--- src/rtl/phase_shift_bank_if.sv ---
// rtl/phase_shift_bank_if.sv - configuration write bus for phase_shift_bank (cfg_inv present with PHASE_SHIFT_INV_EN)
interface phase_shift_bank_if #(
    parameter int NUM_CH = 4,
    parameter int CNT_W  = 8
);
    localparam int CH_W = (NUM_CH > 1) ? $clog2(NUM_CH) : 1;

    logic             cfg_valid;
    logic             cfg_ready;
    logic [CH_W-1:0]  cfg_ch;
    logic [CNT_W-1:0] cfg_div;
    logic [CNT_W-1:0] cfg_high;
    logic [CNT_W-1:0] cfg_phase;
`ifdef PHASE_SHIFT_INV_EN
    logic             cfg_inv;
`endif

    modport master (
        output cfg_valid, cfg_ch, cfg_div, cfg_high, cfg_phase,
`ifdef PHASE_SHIFT_INV_EN
        output cfg_inv,
`endif
        input  cfg_ready
    );

    modport slave (
        input  cfg_valid, cfg_ch, cfg_div, cfg_high, cfg_phase,
`ifdef PHASE_SHIFT_INV_EN
        input  cfg_inv,
`endif
        output cfg_ready
    );
endinterface

--- src/rtl/phase_shift_bank.sv ---
// rtl/phase_shift_bank.sv - sync-aligned counter-based clock divide/duty/phase bank (optional PHASE_SHIFT_INV_EN)
module phase_shift_bank #(
    parameter int NUM_CH = 4,
    parameter int CNT_W  = 8
) (
    input  logic                 clk,
    input  logic                 RST_N,
    input  logic                 PWRDWN,
    input  logic                 sync,
    phase_shift_bank_if.slave    cfg,
    output logic [NUM_CH-1:0]    clk_out,
    output logic [NUM_CH-1:0]    lock
);
    localparam int CH_W = (NUM_CH > 1) ? $clog2(NUM_CH) : 1;

    typedef enum logic [1:0] {ST_OFF, ST_WAIT, ST_RUN} ch_state_t;

    logic r_ready;
    logic w_wr_en;

    always_ff @(posedge clk or negedge RST_N) begin
        if (!RST_N) r_ready <= 1'b0;
        else        r_ready <= !PWRDWN;
    end

    assign cfg.cfg_ready = r_ready;
    assign w_wr_en       = cfg.cfg_valid && r_ready;

    for (genvar i = 0; i < NUM_CH; i++) begin : g_ch
        logic [CNT_W-1:0] r_sh_div, r_sh_high, r_sh_phase;
        logic [CNT_W-1:0] r_div, r_high, r_cnt;
        logic [CNT_W-1:0] w_sh_div_nx, w_sh_high_nx, w_sh_phase_nx;
        logic [CNT_W-1:0] w_div_nx, w_high_nx, w_cnt_nx, w_run_nx;
        ch_state_t        r_state, w_state_nx;
        logic             r_out, r_lock, w_out_nx, w_lock_nx;
        logic             w_sel, w_sh_ok, w_pol;

        // Out-of-range channel indices simply never match any channel.
        assign w_sel = w_wr_en && (cfg.cfg_ch == CH_W'(i));

        // Write-through: a write in the sync cycle is what sync loads.
        assign w_sh_div_nx   = w_sel ? cfg.cfg_div   : r_sh_div;
        assign w_sh_high_nx  = w_sel ? cfg.cfg_high  : r_sh_high;
        assign w_sh_phase_nx = w_sel ? cfg.cfg_phase : r_sh_phase;
        assign w_sh_ok       = (w_sh_div_nx != '0) && (w_sh_high_nx != '0)
                               && (w_sh_high_nx < w_sh_div_nx);
        assign w_run_nx      = (r_cnt == r_div - CNT_W'(1)) ? '0 : r_cnt + CNT_W'(1);

`ifdef PHASE_SHIFT_INV_EN
        logic r_sh_inv, r_inv, w_sh_inv_nx;
        assign w_sh_inv_nx = w_sel ? cfg.cfg_inv : r_sh_inv;
        assign w_pol       = sync ? w_sh_inv_nx : r_inv;

        always_ff @(posedge clk or negedge RST_N) begin
            if (!RST_N) begin
                r_sh_inv <= 1'b0;
                r_inv    <= 1'b0;
            end else begin
                r_sh_inv <= w_sh_inv_nx;
                if (sync && !PWRDWN) r_inv <= w_sh_inv_nx;
            end
        end
`else
        assign w_pol = 1'b0;
`endif

        always_ff @(posedge clk or negedge RST_N) begin
            if (!RST_N) begin
                r_sh_div   <= CNT_W'(2);
                r_sh_high  <= CNT_W'(1);
                r_sh_phase <= '0;
            end else begin
                r_sh_div   <= w_sh_div_nx;
                r_sh_high  <= w_sh_high_nx;
                r_sh_phase <= w_sh_phase_nx;
            end
        end

        always_ff @(posedge clk or negedge RST_N) begin
            if (!RST_N) begin
                r_state <= ST_OFF;
                r_div   <= CNT_W'(2);
                r_high  <= CNT_W'(1);
                r_cnt   <= '0;
                r_out   <= 1'b0;
                r_lock  <= 1'b0;
            end else begin
                r_state <= w_state_nx;
                r_div   <= w_div_nx;
                r_high  <= w_high_nx;
                r_cnt   <= w_cnt_nx;
                r_out   <= w_out_nx;
                r_lock  <= w_lock_nx;
            end
        end

        always_comb begin
            w_state_nx = r_state;
            w_div_nx   = r_div;
            w_high_nx  = r_high;
            w_cnt_nx   = r_cnt;
            w_out_nx   = 1'b0;
            w_lock_nx  = r_lock;
            if (PWRDWN) begin
                w_state_nx = ST_OFF;
                w_lock_nx  = 1'b0;
            end else if (sync) begin
                w_div_nx  = w_sh_div_nx;
                w_high_nx = w_sh_high_nx;
                w_lock_nx = 1'b0;
                if (!w_sh_ok) begin
                    w_state_nx = ST_OFF;
                end else if (w_sh_phase_nx == '0) begin
                    w_state_nx = ST_RUN;
                    w_cnt_nx   = '0;
                    w_out_nx   = !w_pol;
                end else begin
                    w_state_nx = ST_WAIT;
                    w_cnt_nx   = w_sh_phase_nx;
                end
            end else begin
                case (r_state)
                    ST_WAIT: begin
                        if (r_cnt == CNT_W'(1)) begin
                            w_state_nx = ST_RUN;
                            w_cnt_nx   = '0;
                            w_out_nx   = !w_pol;
                        end else begin
                            w_cnt_nx = r_cnt - CNT_W'(1);
                        end
                    end
                    ST_RUN: begin
                        w_cnt_nx = w_run_nx;
                        w_out_nx = (w_run_nx < r_high) ^ w_pol;
                        if (w_run_nx == '0) w_lock_nx = 1'b1;
                    end
                    default: begin
                        w_state_nx = ST_OFF;
                        w_lock_nx  = 1'b0;
                    end
                endcase
            end
        end

        assign clk_out[i] = r_out;
        assign lock[i]    = r_lock;
    end
endmodule

--- src/flat_wrapper.sv ---
// flat-port wrapper written by rule: the top's interface ports become plain ports
module phase_shift_bank_flat 
#(
    parameter int NUM_CH = 4,
    parameter int CNT_W  = 8
)
  (clk, RST_N, PWRDWN, sync, clk_out, lock, cfg_cfg_valid, cfg_cfg_ch, cfg_cfg_div, cfg_cfg_high, cfg_cfg_phase, cfg_cfg_ready);
  phase_shift_bank_if #(.NUM_CH(NUM_CH), .CNT_W(CNT_W)) cfg_i ();
  input  logic clk;
  input  logic RST_N;
  input  logic PWRDWN;
  input  logic sync;
  output logic [NUM_CH-1:0] clk_out;
  output logic [NUM_CH-1:0] lock;
  input wire logic [$bits(cfg_i.cfg_valid)-1:0] cfg_cfg_valid;
  input wire logic [$bits(cfg_i.cfg_ch)-1:0] cfg_cfg_ch;
  input wire logic [$bits(cfg_i.cfg_div)-1:0] cfg_cfg_div;
  input wire logic [$bits(cfg_i.cfg_high)-1:0] cfg_cfg_high;
  input wire logic [$bits(cfg_i.cfg_phase)-1:0] cfg_cfg_phase;
  output wire logic [$bits(cfg_i.cfg_ready)-1:0] cfg_cfg_ready;
  assign cfg_i.cfg_valid = cfg_cfg_valid;
  assign cfg_i.cfg_ch = cfg_cfg_ch;
  assign cfg_i.cfg_div = cfg_cfg_div;
  assign cfg_i.cfg_high = cfg_cfg_high;
  assign cfg_i.cfg_phase = cfg_cfg_phase;
  assign cfg_cfg_ready = cfg_i.cfg_ready;
  phase_shift_bank #(.NUM_CH(NUM_CH), .CNT_W(CNT_W)) u_core (.clk(clk), .RST_N(RST_N), .PWRDWN(PWRDWN), .sync(sync), .cfg(cfg_i), .clk_out(clk_out), .lock(lock));
endmodule
--- config.mk ---
export PLATFORM = sky130hd
export DESIGN_NAME = phase_shift_bank_flat
export DESIGN_NICKNAME = d
export VERILOG_FILES = /design/src/rtl/phase_shift_bank_if.sv /design/src/rtl/phase_shift_bank.sv /design/src/flat_wrapper.sv
export SDC_FILE = /design/constraint.sdc
export NUM_CORES = 1
export LEC_CHECK = 0
export CORE_UTILIZATION = 50
export CTS_BUF_LIST = sky130_fd_sc_hd__clkbuf_8
export DETAILED_ROUTE_END_ITERATION = 10
export HOLD_SLACK_MARGIN = 0.02
export PLACE_DENSITY = 0.77
export SYNTH_ARGS = -nofsm -noshare
export SYNTH_HDL_FRONTEND = slang
export SYNTH_SLANG_ARGS = --single-unit
--- constraint.sdc ---
create_clock -name clk -period 4.7 [get_ports clk]
set_input_delay 0.94 -clock clk [delete_from_list [all_inputs] [get_ports clk]]
set_output_delay 0.94 -clock clk [all_outputs]
set_load 0.05 [all_outputs]
==> out/summary.txt, run 1 <==
CTS sink count: 209
Post-synthesis cell count: 1400
DR WL met2: 15400 um
Final Setup Violations: 0
Chip height: 163 um
GRT overflow: 0
Period utilisation layout: 82.5%
Synth Net Count: 1511
Commonest non-fill, non-tap cells in the layout: 193 x dfrtp_1, 129 x inv_1, 125 x nand2_1
Residual DRC: 0
Final instance area: 0.0146 mm2
Max Slew Vio Count: 0
Reg power frac: 35.6%
Fmax: 258 MHz
Cell Area, Synth: 0.0129 mm2
Initial antenna violation count: 0
Wire length on met3: 2270 um
Post-synth top flop: dfrtp_1
Relative slew slack: 33.4%
Fin Clk Skew: 23.8 ps
Syn. warnings: 0
Netlist cell types: 78
Synth top area cells: dfrtp_1 37%, ha_1 7.7%, mux2_2 5.0%
Routed len/inst: 19.3 um
Max cap viols: 0
Unrepaired setup endpoints after global routing: no
Vias in the first global route: 10700
Routed Antenna Nets: 0
H-tree levels: 2
TritonCTS Buffers: 37
Layout cell share with drive strength beyond 1: 13.3%
Hold crit path type: reg -> reg
First-pass GRT wire length: 56000 um
1st-iter DRT viols: 943
Met1 wire length: 15300 um
Vias/cell: 6.00
Via count: 10700
CTS Hold Bufs: 0
Startpoint types: input pin
Status: completed
Share of the synthesized area in the top cell type: 37.3%
Crit end category: flop
Io pins: 40
Synthesis-stage register bit count: 209
Clk_lat worst skew: 530 ps
DIE WIDTH: 163 um
Sw Share: 38.6%
Post-CTS Setup Bufs: 0
Slew @ Worst Pin: 997 ps
Pwr dens: 555 mW/mm2
Placement Cell Area: 0.0136 mm2
Async set or reset register ratio after synthesis: 100%
Clock Power Share: 26.2%
Seq/Total Area, Yosys: 40.6%
Critical path launch point: cfg_cfg_ch[0]
GRT Overall Usage: 26.8%
Cell internal pwr: 4.97 mW
Site row count: 58
Uppermost layer routed: met4
Diodes inserted: 0
Combinational Power Share: 38.1%
Yosys top cell by area: dfrtp_1
WL final: 34500 um
Final setup TNS: 0 ps
Layout Area Growth over Synthesis: 12.7%
VDD IR max: 250 uV
Req. time, crit path: 5150 ps
Clock-pin slew of the registers on the worst-case setup and hold paths: 60 ps
Fin crit period: 3880 ps
Clock Tree Buf Depth: 3
Crit path kind: in -> reg
Fillcell total: 2127
Starting Density: 51.2%
NetSw: 3.13 mW
Final hold vios: 0
CP Max Fanout: 20
DP HPWL: 24700 um
Leading cell type in the layout, fill and taps excluded: dfrtp_1
PostCTS Resize Cnt: 0
Mean post-synth cell area: 9.24 um2
Post-layout nets: 1539
Pleak: 6.62 nW
Post-synth EDFFs: 0
CTS tree: built
Drt pass-1 iters: 7
Largest net degree at the start of global routing: 120
Worst Min Path Start: u_core.g_ch[2].r_high[0]$_DFFE_PN1P_
GPL Wtd Cong: 0.963
Die area: 0.0265 mm2
Core Footprint: 0.0253 mm2
WP data arrival: 4320 ps
Reg-to-reg critical path startpoint: u_core.g_ch[0].r_div[0]$_DFFE_PN0P_
Number of buffers added on ports: 39
Clk root buf: clkbuf_8
## synthesized netlist by cell type, types with 8 or more instances
master	instances
dfrtp_1	193
inv_1	127
nand2_1	126
o21ai_0	110
nor2_1	86
ha_1	80
clkbuf_1	64
mux2_2	57
a21oi_1	54
mux2i_1	49
xnor2_1	43
nand3_1	38
xor2_1	34
nor4_1	32
nor3_1	28
nand4_1	18
dfstp_2	16
nor2b_1	13
o31ai_1	13
a211oi_1	12
a22o_1	12
nand2b_1	11
a21o_1	10
and3_1	10
or4_1	9
a221o_1	8
a221oi_1	8
buf_4	8
o211ai_1	8
## power groups by stage
stage          Combinational, mW  Sequential (mW)  Clock [mW]
2_1_floorplan               2.56             2.53           0
3_3_place_gp                2.91             2.87           0
3_5_place_dp                3.03             2.89           0
4_1_cts                     3.05             2.86        2.14
5_1_grt                     3.46             2.94        2.22
6_report                    3.09             2.88        2.12
## per-layer routing
metal / vias up / track usage [%]
li1: 5013 / -
met1: 5219 / 35.8
met2: 387 / 42.0
met3: 96 / 4.53
met4: 0 / 13.1
met5: - / 0
## worst max-delay path: stages
cell	delay, ps
clkdlybuf4s50_1	520
nand4b_1	130
buf_4	300
mux2_2	410
ha_1	330
nand4_1	120
or3_1	410
a21boi_1	770
o21ai_0	210
a21oi_1	180
## cell families (layout without fill, tap and decap cells)
logic type,Yosys count,in the layout,synth area share [%]
buf+inv,207,263,6.32
fa+ha+maj,81,81,7.82
compound gates,299,299,15.0
mux,106,106,8.76
flops,209,209,40.6
xor+xnor,77,77,5.22
simple gates,421,421,16.3
## through the flow
stage	worst slack (ps)	utilization, %	cells	hold slack (ps)	total power, mW
CTS	865	57.7	1786	467	8.06
global route	597	57.7	1786	501	8.62
global placement	398	54.0	1719	455	5.78
detailed placement	352	54.0	1719	459	5.92
finish	825	57.7	1786	460	8.10
floorplan	167	-	1400	436	5.08
## registers in the layout, summed over array words and instances, names as in the netlist
register                flops
u_core.cfg.cfg_ready        1
u_core.g_ch.r_cnt          32
u_core.g_ch.r_div          32
u_core.g_ch.r_high         32
u_core.g_ch.r_lock          4
u_core.g_ch.r_out           4
u_core.g_ch.r_sh_div       32
u_core.g_ch.r_sh_high      32
u_core.g_ch.r_sh_phase     32
u_core.g_ch.r_state         8
## final timing paths
check / to / slack [ps] / depth (start not counted)
max in group asynchronous: u_core.g_ch[1].r_div[1]$_DFFE_PN1P_ / 3120 / 2
hold reg to reg: u_core.g_ch[2].r_high[0]$_DFFE_PN1P_ / 460 / 2
setup / recovery: u_core.g_ch[2].r_cnt[2]$_DFFE_PN0P_ / 820 / 10
min in group asynchronous: u_core.g_ch[3].r_cnt[5]$_DFFE_PN0P_ / 530 / 1
setup reg to reg: u_core.g_ch[0].r_out$_DFF_PN0_ / 850 / 12
hold / removal: u_core.g_ch[2].r_high[0]$_DFFE_PN1P_ / 460 / 2
## area by class of cell
type / instances / area (um2) / area share [%]
tap: 330 / 413 / 2.83
sequential: 209 / 5250 / 36.0
clock inverter: 19 / 278 / 1.91
clock buffer: 48 / 661 / 4.53
inverter: 127 / 477 / 3.27
multi-input combinational: 984 / 6870 / 47.2
timing repair buffer: 69 / 627 / 4.30
Note: power is estimated with default switching activity, not from simulation.
==> run 2: changes to the inputs <==
==> constraint.sdc (replaced) <==
create_clock -name clk -period 3.9 [get_ports clk]
set_input_delay 0.78 -clock clk [delete_from_list [all_inputs] [get_ports clk]]
set_output_delay 0.78 -clock clk [all_outputs]
set_load 0.05 [all_outputs]
==> run 2 against run 1 <==
Utilization up 0.89 points; combinational power up 25%; critical endpoint is now u_core.g_ch[0].r_out$_DFF_PN0_; largest cell class unchanged; worst setup slack worse by 610 ps.
==> out/summary.txt, run 2 (same netlist as run 1, synthesis figures left out) <==
Status: completed
WL final: 34700 um
Total design power: 9.59 mW
Routed Antenna Nets: 0
Fin Clk Skew: 21.8 ps
DIE WIDTH: 163 um
Slew @ Worst Pin: 1070 ps
Cell internal pwr: 5.84 mW
Leading cell type in the layout, fill and taps excluded: dfrtp_1
Startpoint types: flop
Crit path kind: reg -> reg
Setup slack after layout: 210 ps
TritonCTS Buffers: 35
R2r worst-path depth: 12
Fillcell total: 2100
Largest net degree at the start of global routing: 90
GPL Wtd Cong: 0.922
WP data arrival: 4120 ps
Setup slack, reg-to-reg: 210 ps
Area of the multi-input gates: 0.00688 mm2
Die area: 0.0265 mm2
DP HPWL: 25200 um
Layout Area Growth over Synthesis: 14.5%
Number of buffers added on ports: 39
CTS tree: built
NetSw: 3.75 mW
Layout cell share with drive strength beyond 1: 15.1%
Via count: 10900
Crit end category: flop
Hold crit path type: in -> async
Non-Filler Instances: 1817
GRT Overall Usage: 27.2%
Vias/cell: 6.01
Pwr dens: 648 mW/mm2
Period utilisation layout: 94.6%
Final Setup Violations: 0
Commonest non-fill, non-tap cells in the layout: 193 x dfrtp_1, 132 x inv_1, 125 x nand2_1
CP Max Fanout: 4
Drt pass-1 iters: 5
Site row count: 58
1st-iter DRT viols: 771
CTS sink count: 209
Pleak: 6.77 nW
CTS Hold Bufs: 0
WHS: 303 ps
Initial antenna violation count: 0
Core Footprint: 0.0253 mm2
Req. time, crit path: 4330 ps
Clock-pin slew of the registers on the worst-case setup and hold paths: 60 ps
VDD IR max: 303 uV
Fin crit period: 3690 ps
Clk_lat worst skew: 540 ps
Reg power frac: 36.2%
Clock Tree Buf Depth: 3
Residual DRC: 0
Post-layout nets: 1572
Starting Density: 51.2%
R2r endpoint: u_core.g_ch[0].r_out$_DFF_PN0_
Max Slew Vio Count: 0
Sequential cell area: 0.00525 mm2
Combinational Power Share: 40.2%
Io pins: 40
Clk root buf: clkbuf_8
Final hold vios: 0
Diodes inserted: 0
Relative slew slack: 27.8%
Reg-to-reg critical path startpoint: u_core.g_ch[0].r_div[0]$_DFFE_PN0P_
GRT overflow: 0
Placed Cells incl. Taps: 1754
Chip height: 163 um
Clock Power Share: 23.6%
DP Worst Slack: -33.2 ps
Unrepaired setup endpoints after global routing: no
Max cap viols: 0
Routed len/inst: 19.1 um
Vias in the first global route: 10700
H-tree levels: 2
First-pass GRT wire length: 56600 um
Sw Share: 39.1%
Fmax: 271 MHz
[run 2: area by class of cell]
| cell class | instances | area share (%) |
|---|---|---|
| Clock buffer | 50 | 4.65 |
| Clock inverter | 13 | 0.947 |
| Inverter | 127 | 3.22 |
| Multi-Input combinational cell | 984 | 46.5 |
| Sequential cell | 209 | 35.5 |
| Tap cell | 330 | 2.79 |
| Timing Repair Buffer | 104 | 6.43 |
[run 2: critical path, cell delays in order, from the launching register on]
cell and delay [ps]:
dfrtp_1 420, inv_1 100, ha_2 210, or3b_4 400, or4_4 480, a22oi_2 190, o211ai_2 140, and2_2 220
ha_1 280, a21o_2 210, a221o_1 350, a211o_1 310, a311oi_2 260
[run 2: what timing repair did]
action,4_1_cts,5_1_grt
gates resized for setup,0,3
setup endpoints to repair,0,2
buffers inserted,0,0
[run 2: power by group through the flow]
stage	Clock, mW	Sequential (mW)	Combinational (mW)
global placement	0	3.46	3.64
floorplan	0	3.04	3.08
global route	2.40	3.54	4.34
detailed placement	0	3.48	3.77
finish	2.27	3.47	3.85
CTS	2.30	3.44	3.82
[run 2: how the worst max path moves through the flow]
| stage | cells past startpoint | from | slack [ps] | end |
|---|---|---|---|---|
| 2_1_floorplan | 12 | cfg_cfg_ch[0] | -20 | u_core.g_ch[0].r_cnt[7]$_DFFE_PN0P_ |
| 3_3_place_gp | 12 | cfg_cfg_ch[0] | 50 | u_core.g_ch[0].r_cnt[6]$_DFFE_PN0P_ |
| 3_5_place_dp | 12 | cfg_cfg_ch[0] | -30 | u_core.g_ch[0].r_cnt[4]$_DFFE_PN0P_ |
| 4_1_cts | 12 | u_core.g_ch[0].r_div[0]$_DFFE_PN0P_ | 40 | u_core.g_ch[0].r_out$_DFF_PN0_ |
| 5_1_grt | 12 | u_core.g_ch[0].r_div[0]$_DFFE_PN0P_ | 30 | u_core.g_ch[0].r_out$_DFF_PN0_ |
| 6_report | 12 | u_core.g_ch[0].r_div[0]$_DFFE_PN0P_ | 210 | u_core.g_ch[0].r_out$_DFF_PN0_ |
[run 2: through the flow]
| step | setup TNS [ps] | utilization [%] | instance area [um2] |
|---|---|---|---|
| floorplan | -22.6 | - | 12900 |
| global placement | 0 | 55.3 | 14000 |
| detailed placement | -90.6 | 55.3 | 14000 |
| CTS | 0 | 58.6 | 14800 |
| global route | 0 | 58.6 | 14800 |
| finish | 0 | 58.6 | 14800 |
[run 2: per-layer routing]
metal / track usage [%] / vias up / wire length [um]
met4: 12.6 / 0 / 1540
met3: 5.09 / 109 / 2390
met2: 42.6 / 418 / 15700
li1: - / 5079 / -
met1: 36.5 / 5318 / 15100
met5: 0 / - / 0
==> run 3: changes to the inputs <==
--- a/config.mk
+++ b/config.mk
@@ -5,11 +5,12 @@
 export SDC_FILE = /design/constraint.sdc
 export NUM_CORES = 1
 export LEC_CHECK = 0
-export CORE_UTILIZATION = 50
+export CORE_MARGIN = 2
+export CORE_UTILIZATION = 55
 export CTS_BUF_LIST = sky130_fd_sc_hd__clkbuf_8
 export DETAILED_ROUTE_END_ITERATION = 10
 export HOLD_SLACK_MARGIN = 0.02
-export PLACE_DENSITY = 0.77
+export PLACE_DENSITY = 0.83
 export SYNTH_ARGS = -nofsm -noshare
 export SYNTH_HDL_FRONTEND = slang
 export SYNTH_SLANG_ARGS = --single-unit
==> run 3 against run 2 <==
Largest power group unchanged; clock skew decreased by 5.0 ps; via count shrank 0.70%; wire length shrank 1.2%; critical path type unchanged.
==> out/summary.txt, run 3 (same netlist as run 1, synthesis figures left out) <==
Chip height: 157 um
Hold crit path type: in -> async
Met1 wire length: 15100 um
Max cap viols: 0
DR WL met2: 15900 um
GRT Overall Usage: 28.3%
Die area: 0.0248 mm2
DIE WIDTH: 157 um
First-pass GRT wire length: 55700 um
Layout cell share with drive strength beyond 1: 13.7%
Status: completed
Leading cell type in the layout, fill and taps excluded: dfrtp_1
Slowest library cell on the worst path: or4_4
Max stage delay on crit path: 480 ps
Clk root buf: clkbuf_8
Largest net degree at the start of global routing: 96
CP Max Fanout: 4
Uppermost layer routed: met4
Drt pass-1 iters: 5
Period utilisation layout: 94.2%
Slew @ Worst Pin: 846 ps
Unrepaired setup endpoints after global routing: no
Clk_lat worst skew: 520 ps
Fin crit period: 3680 ps
Sequence of cells on the critical path: inv_1 > ha_1 > or3b_4 > or4_4 > a22oi_2 > o211ai_2 > and2_2 > ha_1 > a21o_2 > a221o_1 > a211o_1 > a311oi_1
Utilization after layout: 62.5%
Residual DRC: 0
Startpoint types: flop
CTS Hold Bufs: 0
Final Setup Violations: 0
PostCTS Resize Cnt: 0
Most frequent CP cell: ha_1
Final hold vios: 0
Fmax: 272 MHz
Starting Density: 55.6%
CTS tree: built
VDD IR max: 333 uV
Clock-pin slew of the registers on the worst-case setup and hold paths: 70 ps
Post-CTS Setup Bufs: 0
H-tree levels: 2
Fin Clk Skew: 16.8 ps
Crit end category: flop
Routed Antenna Nets: 0
GRT overflow: 0
Vias in the first global route: 10600
Wire length on met3: 2080 um
1st-iter DRT viols: 802
WL final: 34300 um
Site row count: 56
Via count: 10800
Req. time, crit path: 4310 ps
DP HPWL: 24700 um
WP data arrival: 4080 ps
Clock Tree Buf Depth: 3
GPL Wtd Cong: 0.947
Worst path bufs/invs: 1
Max Slew Vio Count: 0
Io pins: 40
Crit path max-delay family: compound AO/OA/AOI/OAI gates
Core Footprint: 0.0233 mm2
Post-layout nets: 1559
Relative slew slack: 42.8%
Commonest non-fill, non-tap cells in the layout: 193 x dfrtp_1, 137 x inv_1, 126 x nand2_1
Routed len/inst: 19.1 um
Layout Area Growth over Synthesis: 12.4%
Number of buffers added on ports: 39
Vias/cell: 6.05
Pleak: 6.66 nW
Crit path kind: reg -> reg
Final setup TNS: 0 ps
TritonCTS Buffers: 35
Initial antenna violation count: 0
Pwr dens: 635 mW/mm2
CTS sink count: 209
[run 3: final timing paths]
check | cells past startpoint | endpoint | start | slack, ps
worst max-delay path | 12 | u_core.g_ch[0].r_out$_DFF_PN0_ | u_core.g_ch[0].r_div[0]$_DFFE_PN0P_ | 220
worst min-delay path | 1 | u_core.g_ch[0].r_lock$_DFFE_PN0P_ | RST_N | 320
worst max register to register | 12 | u_core.g_ch[0].r_out$_DFF_PN0_ | u_core.g_ch[0].r_div[0]$_DFFE_PN0P_ | 220
worst min register to register | 2 | u_core.g_ch[2].r_high[0]$_DFFE_PN1P_ | u_core.g_ch[2].r_high[0]$_DFFE_PN1P_ | 470
max in group asynchronous | 2 | u_core.g_ch[2].r_sh_div[1]$_DFF_PN1_ | RST_N | 2540
min in group clk | 2 | u_core.g_ch[2].r_high[0]$_DFFE_PN1P_ | u_core.g_ch[2].r_high[0]$_DFFE_PN1P_ | 470
[run 3: cell type report]
class | count | area, um2
tap | 319 | 399
inverter | 127 | 477
clock buffer | 47 | 647
antenna | 1 | 2.50
sequential | 209 | 5250
clock inverter | 14 | 57.6
multi-input combinational | 984 | 6870
fill | 1930 | 8730
timing repair buffer | 91 | 830
[run 3: power by group]
part           internal [mW]  leakage [nW]  switching, mW
Sequential              2.72          2.55          0.713
Combinational           1.75          3.70           2.09
Clock                   1.07         0.407          0.885
Total                   5.55          6.66           3.69
[run 3: stage by stage]
stage	std cells	hold slack (ps)	worst slack (ps)	total power, mW	cell area, um2
detailed placement	1730	462	-67.4	7.20	13800
finish	1792	320	225	9.24	14500
global route	1791	406	47.5	9.90	14500
CTS	1791	369	235	9.19	14500
floorplan	1400	436	-22.6	6.12	12900
global placement	1730	450	-43.2	7.03	13800
[run 3: routing by layer]
metal | track usage [%] | vias up
met4 | 10.7 | 0
li1 | - | 5048
met5 | 0 | -
met3 | 4.10 | 94
met2 | 45.0 | 387
met1 | 39.4 | 5318
